## config.mk

```make
export PLATFORM = sky130hd
export DESIGN_NAME = btn_filter
export DESIGN_NICKNAME = d
export VERILOG_FILES = /design/src/rtl/btn_filter.sv
export SDC_FILE = /design/constraint.sdc
export NUM_CORES = 1
export LEC_CHECK = 0
export BUFFER_PORTS_ARGS = -buffer_cell sky130_fd_sc_hd__buf_2
export CORE_MARGIN = 2
export CORE_UTILIZATION = 35
export DETAILED_ROUTE_END_ITERATION = 10
export PLACE_DENSITY_LB_ADDON = 0.3
export SETUP_SLACK_MARGIN = 0.4
export SLEW_MARGIN = 20
export SYNTH_ARGS = -nofsm -noshare
export SYNTH_HDL_FRONTEND = slang
export SYNTH_SLANG_ARGS = --single-unit
export TNS_END_PERCENT = 50
```

## constraint.sdc

```tcl
create_clock -name clk -period 2.9 [get_ports clk]
set_clock_uncertainty 0.15 [all_clocks]
set_input_delay 0.58 -clock clk [delete_from_list [all_inputs] [get_ports clk]]
set_output_delay 0.58 -clock clk [all_outputs]
set_load 0.05 [all_outputs]
```

## src/rtl/btn_filter.sv

```systemverilog
// Multi-channel button debouncer: 2-flop synchroniser, shared tick prescaler and a
// per-channel debounce FSM producing a level plus press/release/long-hold pulses.
module btn_filter #(
  parameter int BT_WIDTH   = 8,
  parameter int TICK_DIV   = 50000,
  parameter int DEB_TICKS  = 20,
  parameter int LONG_TICKS = 1000,
  parameter int ACTIVE_LOW = 1
) (
  input  logic                clk,
  input  logic                rst,
  input  logic [BT_WIDTH-1:0] btn_in,
  output logic [BT_WIDTH-1:0] btn_level,
  output logic [BT_WIDTH-1:0] btn_press,
  output logic [BT_WIDTH-1:0] btn_release,
  output logic [BT_WIDTH-1:0] btn_long
);

  localparam int PW = $clog2(TICK_DIV);
  localparam int DW = $clog2(DEB_TICKS + 1);
  localparam int LW = $clog2(LONG_TICKS + 1);

  localparam logic [PW-1:0] PRESC_MAX = PW'(TICK_DIV - 1);
  localparam logic [PW-1:0] PRESC_ONE = PW'(1);
  localparam logic [DW-1:0] DEB_MAX   = DW'(DEB_TICKS);
  localparam logic [DW-1:0] DEB_ONE   = DW'(1);
  localparam logic [LW-1:0] LONG_MAX  = LW'(LONG_TICKS);
  localparam logic [LW-1:0] LONG_ONE  = LW'(1);
  localparam logic          REL_LVL   = (ACTIVE_LOW != 0);

  typedef enum logic [1:0] {
    ST_REL     = 2'd0,
    ST_P_WAIT  = 2'd1,
    ST_PRESSED = 2'd2,
    ST_R_WAIT  = 2'd3
  } state_t;

  logic [PW-1:0]       r_presc;
  logic                w_tick;
  logic [BT_WIDTH-1:0] r_sync1;
  logic [BT_WIDTH-1:0] r_sync2;
  logic [BT_WIDTH-1:0] w_s;

  assign w_tick = (r_presc == PRESC_MAX);
  // Normalise polarity so that w_s = 1 always means "pressed".
  assign w_s    = r_sync2 ^ {BT_WIDTH{REL_LVL}};

  always_ff @(posedge clk) begin
    if (rst) begin
      r_presc <= '0;
      r_sync1 <= {BT_WIDTH{REL_LVL}};
      r_sync2 <= {BT_WIDTH{REL_LVL}};
    end else begin
      r_presc <= w_tick ? '0 : r_presc + PRESC_ONE;
      r_sync1 <= btn_in;
      r_sync2 <= r_sync1;
    end
  end

  genvar gi;
  generate
    for (gi = 0; gi < BT_WIDTH; gi++) begin : g_ch
      state_t        r_state;
      state_t        w_state_next;
      logic [DW-1:0] r_deb;
      logic [DW-1:0] w_deb_next;
      logic [DW-1:0] w_deb_inc;
      logic [LW-1:0] r_long;
      logic [LW-1:0] w_long_next;
      logic [LW-1:0] w_long_inc;
      logic          r_fired;
      logic          w_fired_next;
      logic          r_level;
      logic          w_level_next;
      logic          r_press;
      logic          w_press_next;
      logic          r_release;
      logic          w_release_next;
      logic          r_long_pulse;
      logic          w_long_pulse_next;
      logic          w_rel_acc;

      assign w_deb_inc  = r_deb + DEB_ONE;
      assign w_long_inc = r_long + LONG_ONE;

      always_comb begin
        w_state_next      = r_state;
        w_deb_next        = r_deb;
        w_long_next       = r_long;
        w_fired_next      = r_fired;
        w_level_next      = r_level;
        w_press_next      = 1'b0;
        w_release_next    = 1'b0;
        w_long_pulse_next = 1'b0;
        w_rel_acc         = 1'b0;

        case (r_state)
          ST_REL: begin
            if (w_s[gi]) begin
              w_state_next = ST_P_WAIT;
              w_deb_next   = '0;
            end
          end
          ST_P_WAIT: begin
            if (!w_s[gi]) begin
              w_state_next = ST_REL;
              w_deb_next   = '0;
            end else if (w_tick) begin
              if (w_deb_inc == DEB_MAX) begin
                w_state_next = ST_PRESSED;
                w_deb_next   = '0;
                w_level_next = 1'b1;
                w_press_next = 1'b1;
              end else begin
                w_deb_next = w_deb_inc;
              end
            end
          end
          ST_PRESSED: begin
            if (!w_s[gi]) begin
              w_state_next = ST_R_WAIT;
              w_deb_next   = '0;
            end
          end
          ST_R_WAIT: begin
            if (w_s[gi]) begin
              w_state_next = ST_PRESSED;
              w_deb_next   = '0;
            end else if (w_tick) begin
              if (w_deb_inc == DEB_MAX) begin
                w_state_next   = ST_REL;
                w_deb_next     = '0;
                w_level_next   = 1'b0;
                w_release_next = 1'b1;
                w_long_next    = '0;
                w_fired_next   = 1'b0;
                w_rel_acc      = 1'b1;
              end else begin
                w_deb_next = w_deb_inc;
              end
            end
          end
          default: begin
            w_state_next = ST_REL;
            w_deb_next   = '0;
          end
        endcase

        // Hold timer runs through release bounces; an accepted release wins over the long pulse.
        if (w_tick && (r_state == ST_PRESSED || r_state == ST_R_WAIT) &&
            !w_rel_acc && (r_long != LONG_MAX)) begin
          w_long_next = w_long_inc;
          if ((w_long_inc == LONG_MAX) && !r_fired) begin
            w_long_pulse_next = 1'b1;
            w_fired_next      = 1'b1;
          end
        end
      end

      always_ff @(posedge clk) begin
        if (rst) begin
          r_state      <= ST_REL;
          r_deb        <= '0;
          r_long       <= '0;
          r_fired      <= 1'b0;
          r_level      <= 1'b0;
          r_press      <= 1'b0;
          r_release    <= 1'b0;
          r_long_pulse <= 1'b0;
        end else begin
          r_state      <= w_state_next;
          r_deb        <= w_deb_next;
          r_long       <= w_long_next;
          r_fired      <= w_fired_next;
          r_level      <= w_level_next;
          r_press      <= w_press_next;
          r_release    <= w_release_next;
          r_long_pulse <= w_long_pulse_next;
        end
      end

      assign btn_level[gi]   = r_level;
      assign btn_press[gi]   = r_press;
      assign btn_release[gi] = r_release;
      assign btn_long[gi]    = r_long_pulse;
    end
  endgenerate

endmodule

```

## Word level (Yosys, flattened, before mapping)

Cells that the tools add are included.
Widths: inputs -> output; s select.

- Register bits: 208
- Latch bits: 0
- Memory bits (writable): 0
- Memory bits (read-only): 0
- Bits of input ports: 10
- Logic and storage cells: 719
- Memories kept: 0

- Add/sub/neg operators: 17
- Multiply operators: 0
- Divide/modulo/power cells: 0
- $lt $le $gt $ge: 0
- Equal/unequal tests: 153
- Shift-type cells: 0
- Muxes and demuxes: 312
- Bitwise gates (word level): 25
- Reduce and logical (&&, ||, !) cells: 145

Operators with widths:

| operator | count |
|---|---|
| $mux 10 | 40 |
| $mux 5 | 48 |
| $pmux 5 s4 | 8 |
| $mux 1 | 136 |
| $mux 2 | 64 |
| $ne 2x2->1 const B | 64 |
| $ne 3x3->1 const B | 32 |
| $add 10x1->10 const B | 8 |
| $eq 10x10->1 const B | 8 |
| $ne 10x10->1 const B | 8 |
| $pmux 2 s4 | 8 |
| $reduce_bool 2->1 | 32 |
| $reduce_and 7->1 | 8 |
| $reduce_and 6->1 | 8 |
| $add 5x1->5 const B | 8 |
| $eq 5x5->1 const B | 8 |
| $eq 2x2->1 const B | 16 |
| $logic_and 1x1->1 | 32 |
| $reduce_and 4->1 | 8 |
| $not 1->1 | 24 |
| $reduce_or 3->1 | 8 |
| $reduce_or 2->1 | 9 |
| $add 16x1->16 const B | 1 |
| $eq 16x16->1 const B | 1 |
| 8 further kinds | 65 |

## Longest topological paths before layout

- Word-level depth: 11
- Depth in mapped cells: 9
- Depth with buffers taken out: 7

## Worst setup path after synthesis

OpenSTA, ideal clock, no wires.

- Kind: register -> register
- Start: register r_presc[4]
- End: register g_ch[7].r_long[3]
- Library setup time: 0.070 ns
- Arrival time: 2.400 ns
- Required time: 2.680 ns
- Setup slack: 0.280 ns
- Stages on the path, launching flop included: 7
- Path buffers: 1
- Cell sequence: dfxtp_1 -> or4_1 -> or4_1 -> or3_1 -> buf_2 -> or4b_1 -> a21oi_1

- Word-level cells in the longest chain between the ends: 9

Ends and longest elaborated chain:

| element | line | RTL |
|---|---|---|
| start, declared | 38 | `logic [PW-1:0] r_presc;` |
| start signal, assigned | 54 | `r_presc <= w_tick ? '0 : r_presc + PRESC_ONE;` |
| $eq 16x16->1 (*) | 44 | `assign w_tick = (r_presc == PRESC_MAX);` |
| $mux 1 | -- |  |
| $mux 1 | 126 | `if (w_s[gi]) begin` |
| $mux 1 | -- |  |
| $logic_not 1->1 | 151 | `!w_rel_acc && (r_long != LONG_MAX)) begin` |
| $logic_and 1x1->1 | 150 | `if (w_tick && (r_state == ST_PRESSED \|\| r_state == ST_R_WAIT) &&` |
| $logic_and 1x1->1 | 151 |  |
| $ne 2x1->1 (no line) or $reduce_bool 2->1 (tied branches) | -- |  |
| $reduce_and 4->1 (no line) | -- |  |
| end signal, assigned | 173 | `r_long <= w_long_next;` |
| end, declared | 68 | `logic [LW-1:0] r_long;` |

Mark *: on every way between the ends. The rest lies on a longest branch, timed or not.
A chain may end at the register's enable or synchronous reset.

## Final worst setup path

- Start: register r_presc[12]
- End: register g_ch[7].r_long[3]

The elaborated chain is that of the path after synthesis.

==> impl_metrics.toml <==
[global_routing]
grt_pass1_wl_um = 51470
grt_overflow = 0
grt_use_total = 0.1724
grt_antenna_before_repair = 0
grt_start_max_net_pins = 37
grt_pass1_vias = 10070

[die]
io_pins = 42
fp-row-count = 67
die_area_um2 = 35290
initial_core_util = 0.3538
die_x_um = 187.9
die_h_um = 187.9
core_um2 = 33450

[clock_tree]
clockBufferDepth = 3
clock_sink_count = 208
clkLatencyLatePin_ns = 0.52
clk_pin_slew_ns = 0.06
cts_buffers = 25
cts.hold.buffers_added = 0
cts_tree = "built"
cts-root-buf = "clkbuf_16"
htreeDepth = 1

[logic_synthesis]
ys_async_sr_fraction = 0
ys_warn_count = 0
yosys.cell_types.count = 74
syn_inst = 1487
postSynthAreaPerCell_um2 = 7.957
synth_edf_count = 0
ys_seq_area_frac = 0.3519
synth_flop_cell = "dfxtp_1"
netlist_area_um2 = 11830
synth-seq-cells = 208
syn-num-nets = 1536

[sta]
setup_ws_ns = 0.3593
tns_ns = 0
tightest_slew_ns = 0.7050
hold_viol = 0
max_freq_ghz = 0.3936
whs_ns = 0.08806
period_share = 0.8761
fin_crit_ns = 2.541
rsz0062_at_grt = "yes"
slew_viol_final = 0
relSlewSlack = 0.5260
setup_viol = 0

[worst_setup_path]
max_stage_delay_ns = 0.54
critPathArrivalTime_ns = 2.85
crit_chain = "or4_4 > or4_4 > or3_4 > or4b_1 > a21oi_2"
path_max_fanout = 5
timing.critical_path.mode_cell = "or4_4"
worstSetupPathType = "reg -> reg"
critPathLaunchType = "flip-flop"
end_kind = "flip-flop"
cp.required_ns = 3.21
crit_slowest_cell = "or4_4"

[power]
p_per_area_nw_per_um2 = 439.9
peakVddDrop_mv = 0.4997
leakagePower_nw = 4.729

[run_status]
outcome = "complete, no violations"

[placement]
dp_slack_ns = 0.1415
dp_hpwl_um = 20730
finalWeightedCongestion = 0.8504
post_dp_cell_area_um2 = 12440
port_buffers = 41
placed_cells = 1903

[route]
drt_iter0_drc = 773
drc = 0
wl_per_cell_um = 16.06
dr.pass1.iters = 8
viasPerCell = 5.609
routed_wl_um = 31700
vias = 11070
final_antenna_net_count = 0

[final_layout]
fin_cells = 1974
syn_to_final_growth_pct = 17.90
layout.nets = 1559
design_area_um2 = 13950
n_antenna_cell = 0
drive_gt1_frac = 0.1645

[worst_hold_path]
hp-class = "in -> reg"

[job]
maxCapViolCount = 0
-- cell usage after synthesis (20+ instances only) --
master	n	area (um2)
o211ai_1	25	187.7
o21ai_0	86	430.4
and3_1	23	143.9
clkbuf_1	74	277.8
xnor2_1	39	341.6
buf_4	32	240.2
o31ai_1	20	150.1
nor2_1	105	394.1
dfxtp_1	208	4164
inv_1	59	221.5
xor2_1	20	175.2
nand4_1	34	212.7
ha_1	39	488.0
a21oi_1	97	485.5
nand3_1	91	455.4
nand2_1	115	431.7
nor3_1	47	235.2
a31oi_1	45	281.5
and2_1	25	156.4
or2_2	23	143.9
-- sequential cells by signal (all words and copies together) (netlist names), named ones only --
register / cells
r_sync1: 8
g_ch.r_level: 8
g_ch.r_fired: 8
g_ch.r_long: 80
g_ch.r_deb: 40
r_presc: 16
g_ch.r_press: 8
g_ch.r_release: 8
g_ch.r_state: 8
g_ch.r_long_pulse: 8
r_sync2: 8
-- layout by cell type, fill, tap and decap left out, types with 34 or more instances in the layout --
master and n:
dfxtp_1 202, nand2_1 111, nor2_1 102, a21oi_1 94, nand3_1 85, o21ai_0 80
inv_1 58, buf_4 48, a31oi_1 42, buf_2 40, xnor2_1 39, nor3_1 38
ha_1 36, nand4_1 34
-- layer usage --
metal	track usage	routed length, um	vias to the layer above
met2	0.2739	14060	250
met3	0.02115	1210	68
met4	0.05542	1003	0
li1	-	-	5474
met1	0.2427	15420	5280
met5	0	0	-
-- path summary, 6_finish.rpt --
kind	startpoint	endpoint	slack, ns	cells past startpoint
setup / recovery	r_presc[12]	g_ch[7].r_long[3]	0.36	5
hold reg to reg	r_sync1[5]	r_sync2[5]	0.26	1
setup reg to reg	r_presc[12]	g_ch[7].r_long[3]	0.36	5
hold / removal	btn_in[6]	r_sync1[6]	0.09	2
-- worst max-delay path: cells and delay by family (launching register included) --
kind             cells  cell delay, ns
AO/OA/AOI/OAI        1            0.12
AND/OR/NAND/NOR      4            1.89
flip-flops           1            0.32
-- timing repair --
item	4_1_cts	5_1_grt
cloned	3	2
resized for setup	25	60
pin swaps	8	13
setup endpoints to repair	113	127
buffers inserted	15	8
hold endpoints to repair	0	0
-- cells by family after synthesis --
| group | count (synthesis) | share of synthesized area |
|---|---|---|
| muxes | 8 | 0.006873 |
| DFF | 208 | 0.3519 |
| buffers and inverters | 175 | 0.06630 |
| adders and majority gates | 39 | 0.04124 |
| AOI/OAI and AO/OA | 380 | 0.2060 |
| and+or+nand+nor | 618 | 0.2840 |
| xor gates and xnor gates | 59 | 0.04367 |
-- through the flow --
stage	util	power [mW]
2_1_floorplan	-	3.074
3_3_place_gp	0.3719	3.126
3_5_place_dp	0.3719	3.128
4_1_cts	0.4052	6.208
5_1_grt	0.4171	6.362
6_report	0.4171	6.137
-- where the power goes --
group / switching (mW) / leakage (nW) / internal (mW)
logic: 0.111 / 2.65 / 0.0473
clock network: 1.23 / 0.393 / 1.83
registers: 0.0301 / 1.68 / 2.88
total: 1.37 / 4.73 / 4.76
-- cell type report --
| type | count | area (um2) |
|---|---|---|
| flip-flops and latches | 208 | 4172 |
| fillers | 3334 | 19500 |
| clock buffers | 34 | 689.4 |
| clock inverters | 9 | 98.84 |
| inverters | 59 | 221.5 |
| repair buffers | 112 | 973.4 |
| multi-input cells | 1104 | 7236 |
| well taps | 448 | 560.5 |
(Power assumes the default switching activity.)
